==> src/rtl/cu_bus_connect_pkg.sv <==
// Shared definitions for the compute-unit bus-connect block: default widths
// and the DM transaction sequencer state encoding.
package cu_bc_pkg;

    localparam int BC_RF_DATASIZE      = 32;
    localparam int BC_ADDRESS_WIDTH    = 4;
    localparam int BC_DM_ADDRESS_WIDTH = 16;
    localparam int BC_SB_DEPTH_LOG2    = 2;

    typedef enum logic [1:0] {
        IDLE    = 2'd0,
        ST_WAIT = 2'd1,
        LD_WAIT = 2'd2,
        LD_WB   = 2'd3
    } bc_state_t;

endpackage

==> src/rtl/cu_bus_connect_store_fifo.sv <==
// Posted store buffer: circular synchronous FIFO with wrap-around pointers.
// A push while full is dropped, so the caller must gate it with full.
module bc_store_fifo
    import cu_bc_pkg::*;
#(
    parameter int WIDTH      = BC_DM_ADDRESS_WIDTH + BC_RF_DATASIZE,
    parameter int DEPTH_LOG2 = BC_SB_DEPTH_LOG2
) (
    input  logic             clk,
    input  logic             reset,
    input  logic             push,
    input  logic [WIDTH-1:0] push_data,
    input  logic             pop,
    output logic [WIDTH-1:0] head_data,
    output logic             full,
    output logic             empty
);

    localparam int DEPTH = 1 << DEPTH_LOG2;
    localparam logic [DEPTH_LOG2:0]   COUNT_FULL = (DEPTH_LOG2 + 1)'(DEPTH);
    localparam logic [DEPTH_LOG2:0]   COUNT_ONE  = (DEPTH_LOG2 + 1)'(1);
    localparam logic [DEPTH_LOG2-1:0] PTR_ONE    = DEPTH_LOG2'(1);

    logic [WIDTH-1:0]      storage [DEPTH];
    logic [DEPTH_LOG2-1:0] wr_ptr;
    logic [DEPTH_LOG2-1:0] rd_ptr;
    logic [DEPTH_LOG2:0]   count;
    logic                  do_push;
    logic                  do_pop;

    assign full      = (count == COUNT_FULL);
    assign empty     = (count == '0);
    assign do_push   = push & ~full;
    assign do_pop    = pop & ~empty;
    assign head_data = storage[rd_ptr];

    // Pointer and occupancy bookkeeping; push+pop together leaves count unchanged.
    always_ff @(posedge clk or negedge reset) begin
        if (!reset) begin
            wr_ptr <= '0;
            rd_ptr <= '0;
            count  <= '0;
        end else begin
            if (do_push) wr_ptr <= wr_ptr + PTR_ONE;
            if (do_pop)  rd_ptr <= rd_ptr + PTR_ONE;
            if (do_push && !do_pop)      count <= count + COUNT_ONE;
            else if (!do_push && do_pop) count <= count - COUNT_ONE;
        end
    end

    // Entry storage needs no reset: an entry is only read after it was written.
    always_ff @(posedge clk) begin
        if (do_push) storage[wr_ptr] <= push_data;
    end

endmodule

==> src/rtl/cu_bus_connect.sv <==
// Bus-connect between the CU register-file port pair and data memory.
// Stores are posted through a small buffer; loads wait for the buffer to
// drain so a load always observes every earlier store.
module cu_bus_connect
    import cu_bc_pkg::*;
#(
    parameter int RF_DATASIZE      = BC_RF_DATASIZE,
    parameter int ADDRESS_WIDTH    = BC_ADDRESS_WIDTH,
    parameter int DM_ADDRESS_WIDTH = BC_DM_ADDRESS_WIDTH,
    parameter int SB_DEPTH_LOG2    = BC_SB_DEPTH_LOG2
) (
    input  logic                        clk,
    input  logic                        reset,
    input  logic                        ps_bc_st,
    input  logic [DM_ADDRESS_WIDTH-1:0] ps_bc_st_addr,
    input  logic [RF_DATASIZE-1:0]      xb_dtx,
    input  logic                        ps_bc_ld,
    input  logic [DM_ADDRESS_WIDTH-1:0] ps_bc_ld_addr,
    input  logic [ADDRESS_WIDTH-1:0]    ps_bc_ld_rd,
    output logic                        bc_ps_stall,
    output logic [RF_DATASIZE-1:0]      bc_dt,
    output logic                        bc_xb_w_En,
    output logic [ADDRESS_WIDTH-1:0]    bc_xb_wadd,
    output logic                        dm_req,
    output logic                        dm_we,
    output logic [DM_ADDRESS_WIDTH-1:0] dm_addr,
    output logic [RF_DATASIZE-1:0]      dm_wdata,
    input  logic                        dm_ack,
    input  logic [RF_DATASIZE-1:0]      dm_rdata
);

    localparam int SB_WIDTH = DM_ADDRESS_WIDTH + RF_DATASIZE;

    bc_state_t                   state;
    logic                        sb_full;
    logic                        sb_empty;
    logic                        sb_push;
    logic                        sb_pop;
    logic [SB_WIDTH-1:0]         sb_head;
    logic [DM_ADDRESS_WIDTH-1:0] head_addr;
    logic [RF_DATASIZE-1:0]      head_wdata;
    logic                        ld_pending;
    logic                        ld_accept;
    logic [DM_ADDRESS_WIDTH-1:0] ld_addr;
    logic [ADDRESS_WIDTH-1:0]    ld_rd;

    assign bc_ps_stall             = sb_full | ld_pending;
    assign sb_push                 = ps_bc_st & ~bc_ps_stall;
    assign ld_accept               = ps_bc_ld & ~bc_ps_stall;
    assign sb_pop                  = (state == ST_WAIT) & dm_ack;
    assign {head_addr, head_wdata} = sb_head;

    bc_store_fifo #(
        .WIDTH      (SB_WIDTH),
        .DEPTH_LOG2 (SB_DEPTH_LOG2)
    ) u_store_fifo (
        .clk       (clk),
        .reset     (reset),
        .push      (sb_push),
        .push_data ({ps_bc_st_addr, xb_dtx}),
        .pop       (sb_pop),
        .head_data (sb_head),
        .full      (sb_full),
        .empty     (sb_empty)
    );

    // DM sequencer: drain stores first, then the pending load, then write it back.
    always_ff @(posedge clk or negedge reset) begin
        if (!reset) begin
            state      <= IDLE;
            dm_req     <= 1'b0;
            dm_we      <= 1'b0;
            dm_addr    <= '0;
            dm_wdata   <= '0;
            bc_dt      <= '0;
            bc_xb_w_En <= 1'b0;
            bc_xb_wadd <= '0;
            ld_pending <= 1'b0;
            ld_addr    <= '0;
            ld_rd      <= '0;
        end else begin
            bc_xb_w_En <= 1'b0;
            if (ld_accept) begin
                ld_pending <= 1'b1;
                ld_addr    <= ps_bc_ld_addr;
                ld_rd      <= ps_bc_ld_rd;
            end
            case (state)
                IDLE: begin
                    if (!sb_empty) begin
                        dm_req   <= 1'b1;
                        dm_we    <= 1'b1;
                        dm_addr  <= head_addr;
                        dm_wdata <= head_wdata;
                        state    <= ST_WAIT;
                    end else if (ld_pending) begin
                        dm_req  <= 1'b1;
                        dm_we   <= 1'b0;
                        dm_addr <= ld_addr;
                        state   <= LD_WAIT;
                    end
                end
                ST_WAIT: begin
                    if (dm_ack) begin
                        dm_req <= 1'b0;
                        state  <= IDLE;
                    end
                end
                LD_WAIT: begin
                    if (dm_ack) begin
                        dm_req <= 1'b0;
                        bc_dt  <= dm_rdata;
                        state  <= LD_WB;
                    end
                end
                LD_WB: begin
                    bc_xb_w_En <= 1'b1;
                    bc_xb_wadd <= ld_rd;
                    ld_pending <= 1'b0;
                    state      <= IDLE;
                end
                default: state <= IDLE;
            endcase
        end
    end

endmodule

==> config.mk <==
export PLATFORM = sky130hd
export DESIGN_NAME = cu_bus_connect
export DESIGN_NICKNAME = d
export VERILOG_FILES = /design/src/rtl/cu_bus_connect_pkg.sv /design/src/rtl/cu_bus_connect_store_fifo.sv /design/src/rtl/cu_bus_connect.sv
export SDC_FILE = /design/constraint.sdc
export NUM_CORES = 1
export LEC_CHECK = 0
export ABC_AREA = 0
export BUFFER_PORTS_ARGS = -buffer_cell sky130_fd_sc_hd__buf_2
export CORE_ASPECT_RATIO = 0.5
export CORE_MARGIN = 8
export CORE_UTILIZATION = 50
export DETAILED_ROUTE_END_ITERATION = 7
export GPL_TIMING_DRIVEN = 1
export PLACE_DENSITY_LB_ADDON = 0.2
export SETUP_SLACK_MARGIN = 0.4
export SYNTH_ARGS = -nofsm -noshare
export SYNTH_HDL_FRONTEND = slang
export SYNTH_SLANG_ARGS = --single-unit
export TNS_END_PERCENT = 100
==> constraint.sdc <==
create_clock -name clk -period 2.7 [get_ports clk]
set_clock_uncertainty 0.15 [all_clocks]
set_input_delay 0.405 -clock clk [delete_from_list [all_inputs] [get_ports clk]]
set_output_delay 0.405 -clock clk [all_outputs]
set_load 0.01 [all_outputs]
==> flow_summary_export.csv <==
group,metric,value,unit
status,outcome,"finished, final reports clean",
cells_and_area,fillCellCount,1531,
routing,detail_route.wirelength,24700,um
global_route,global_route.usage.total,0.171,
sta,grt_setup_unrepaired,"true",
synthesis,yosys-top-cells-area,"edfxtp_1, dfrtp_1, mux4_2, mux2_2, mux2_1",
synthesis,syn_nets,694,
cells_and_area,post_route_cells_drive_above_1_share,0.443,
worst_setup_path,worst-path-max-fanout,6,
global_route,grt_start_max_net_pins,65,
synthesis,synth_largest_type_area_fraction,0.495,
global_route,grt_first_pass_wirelength,38600,um
power,power.net_switching,4.94,mW
floorplanning,ioPinCount,193,
floorplanning,chipHeight,124,um
floorplanning,floorplan.initialDensity,0.510,
power,internal_power,11.6,mW
synthesis,ys_warn_count,0,
cells_and_area,most-common-layout-cells,"edfxtp_1, buf_2, dfrtp_1, dlygate4sd3_1, mux2_2",
cells_and_area,most_common_cell_after_layout_fill_and_taps_aside,"edfxtp_1",
routing,detailedRoute.firstIterationViolations,390,
cells_and_area,post-route-util,0.662,
sta,timing_worst_slew_pin_value,595,ps
clock_tree,clock_path_buffers,3,
power,power.combinational.fraction,0.329,
power,p_leak,5.87,nW
sta,setup_slack_of_the_critical_path_after_layout,411,ps
power,switching_share_of_total_power,0.300,
sta,achievable-frequency,0.437,GHz
synthesis,mean_instance_size_in_the_synthesized_netlist,20.1,um^2
routing,vias_per_cell,5.16,
sta,final_hold_viol_count,0,
clock_tree,ctsRootBufferMaster,"clkbuf_16",
cells_and_area,finish.instance_area,0.0151,mm^2
power,power.share.clock,0.248,
flow_run,number_of_maximum_capacitance_violations,0,
sta,fin_tns_setup,0,ps
synthesis,ys_ff_latch,309,
power,cellPowerDensity,1090,mW/mm^2
cells_and_area,area_growth,29.9,%
floorplanning,row_count,39,
clock_tree,tritoncts.num_buffers,27,
clock_tree,cts_htree_levels,1,
placement,routabilityCongestion,0.723,
cells_and_area,final_net_count,1015,
clock_tree,clock-sinks,309,
floorplanning,die_area,0.0287,mm^2
global_route,grt_antenna_before_repair,1,
sta,post-route-period-util,0.848,
floorplanning,die-width,232,um
sta,post-route-min-period,2290,ps
routing,firstDrtPassIters,4,
placement,port_buffers,192,
synthesis,yosysUniqueCellTypes,35,
global_route,number_of_global_route_vias_before_repair,6792,
worst_setup_path,worstSetupStartpointType,"register",
worst_setup_path,cp_data_required_time,3010,ps
power,vdd_drop_max,0.726,mV
synthesis,synth.yosys.seq_area_share,0.747,
worst_hold_path,hold_path_class,"input port to register",
placement,placed_area,0.0131,mm^2
placement,dp_hpwl,15000,um
routing,routed_wire_length_per_instance,20.1,um
global_route,gr-total-overflow,0,
sta,slew_headroom,0.603,
placement,dpl_worst_slack,299,ps
sta,setup-violations-final,0,
power,power.sequential.fraction,0.423,
placement,placed_cells,1069,
routing,detailroute.via_count,6347,
clock_tree,worst_setup_hold_path_clk_slew,70,ps
clock_tree,worst_skew_pair.late_latency,540,ps
sta,finalMaxSlewViolations,0,
cells_and_area,finalNonFillerCells,1229,
synthesis,synth_largest_area_cell,"edfxtp_1",
synthesis,netlist_area,0.0116,mm^2
synthesis,count_of_mapped_cells_out_of_synthesis,579,
clock_tree,cts_tree,"yes",
worst_setup_path,setup.worst_path.end_class,"register",
worst_setup_path,critical_path_class,"register to register",
routing,detail-route-antenna-nets,0,
floorplanning,design.core.area,0.0228,mm^2
worst_setup_path,critical_path_arrival,2600,ps
routing,drc,0,
## metrics by stage
step / total power [mW] / hold slack [ps]
4_1_cts: 16.7 / 14.9
2_1_floorplan: 10.5 / -40.6
6_report: 16.5 / 36.5
5_1_grt: 17.4 / 17.8
3_5_place_dp: 12.4 / 242
3_3_place_gp: 12.2 / 231
## path summary, 6_finish.rpt
check                                      startpoint                     end  slack, ps  cells after the start
worst max-delay path            u_store_fifo.count[2]   u_store_fifo.count[2]        410                      8
max in group asynchronous                       reset               bc_dt[16]       1480                      3
worst min-delay path                           dm_ack  u_store_fifo.rd_ptr[0]         40                      3
min in group asynchronous                       reset             dm_wdata[5]        220                      2
worst max register to register  u_store_fifo.count[2]   u_store_fifo.count[2]        410                      8
worst min register to register                  dm_we                   dm_we        330                      2
## cell families (layout without fill, tap and decap cells)
group / count (synthesis) / after routing / synth area share
mux: 138 / 138 / 0.180
buf+inv: 37 / 379 / 0.0176
xor+xnor: 6 / 6 / 0.00451
simple gates: 37 / 37 / 0.0171
compound gates: 42 / 42 / 0.0229
other cells: 0 / 1 / 0
fa+ha+maj: 10 / 10 / 0.0114
flops: 309 / 309 / 0.747
## per-layer routing
metal | part of all wire | vias to the layer above | global-route usage | wire [um]
met2 | 0.49 | 157 | 0.288 | 12000
met3 | 0.057 | 27 | 0.0416 | 1420
met5 | 0 | - | 0 | 0
li1 | - | 2907 | - | -
met4 | 0.015 | 0 | 0.0356 | 381
met1 | 0.44 | 3256 | 0.230 | 10900
## power groups by stage
stage                     Combinational [mW]  Sequential, mW  Clock [mW]
after CTS                               5.50            6.99        4.19
after floorplan                         3.22            7.26           0
after detailed placement                5.26            7.10           0
after global routing                    5.91            7.12        4.40
after global placement                  5.15            7.03           0
final                                   5.43            6.98        4.09
## synth_stat cells
library cell / n
buf_4: 6
o41a_1: 1
a221oi_1: 1
ha_1: 9
mux4_2: 48
a311oi_1: 1
or2_2: 1
xnor2_1: 4
inv_1: 8
clkbuf_1: 9
fa_1: 1
nand2_1: 4
nor2_1: 17
edfxtp_1: 192
o22ai_1: 19
nor3_1: 2
buf_1: 4
nand3_1: 1
o21ba_2: 2
a21oi_1: 16
or3_1: 1
buf_2: 5
or4b_1: 1
mux2_2: 76
nor3b_1: 1
nand4_1: 1
nor3b_2: 3
xor2_1: 2
buf_6: 5
mux2_1: 14
nand2_2: 1
dfrtp_1: 117
a221o_1: 1
and2_1: 4
a31o_2: 1
## critical path: stages (launching register included)
cell and delay (ps):
dfrtp_2 450, nor3b_4 180, nor3b_2 260, ha_2 230
inv_1 60, fa_1 430, xor2_1 170, nor2_1 130
xor2_1 150
## repair_timing
action | CTS | global route
resized for setup | 4 | 4
endpoints found under the hold margin | 267 | 0
pin swaps | 0 | 5
hold buffers | 101 | 0
endpoints found under the setup margin | 2 | 2
setup buffers | 6 | 2
## sequential cells by signal, indices dropped and copies added, names as in the netlist
| register | flops |
|---|---|
| ld_pending | 1 |
| dm_wdata | 32 |
| bc_xb_wadd | 4 |
| dm_we | 1 |
| ld_rd | 4 |
| state | 2 |
| bc_dt | 32 |
| u_store_fifo.count | 3 |
| dm_addr | 16 |
| u_store_fifo.rd_ptr | 2 |
| bc_xb_w_En | 1 |
| u_store_fifo.storage | 192 |
| ld_addr | 16 |
| u_store_fifo.wr_ptr | 2 |
| dm_req | 1 |
## area by class of cell
type	instances	area [um^2]	share of cell area
Sequential cell	309	8700	0.576
Multi-Input combinational cell	233	2790	0.184
Timing Repair Buffer	321	2270	0.150
Clock buffer	40	786	0.0520
Tap cell	307	384	0.0254
Clock inverter	10	156	0.0103
Inverter	8	30.0	0.00199
Antenna cell	1	2.50	0.000165
Power figures use the tool's default switching activity.
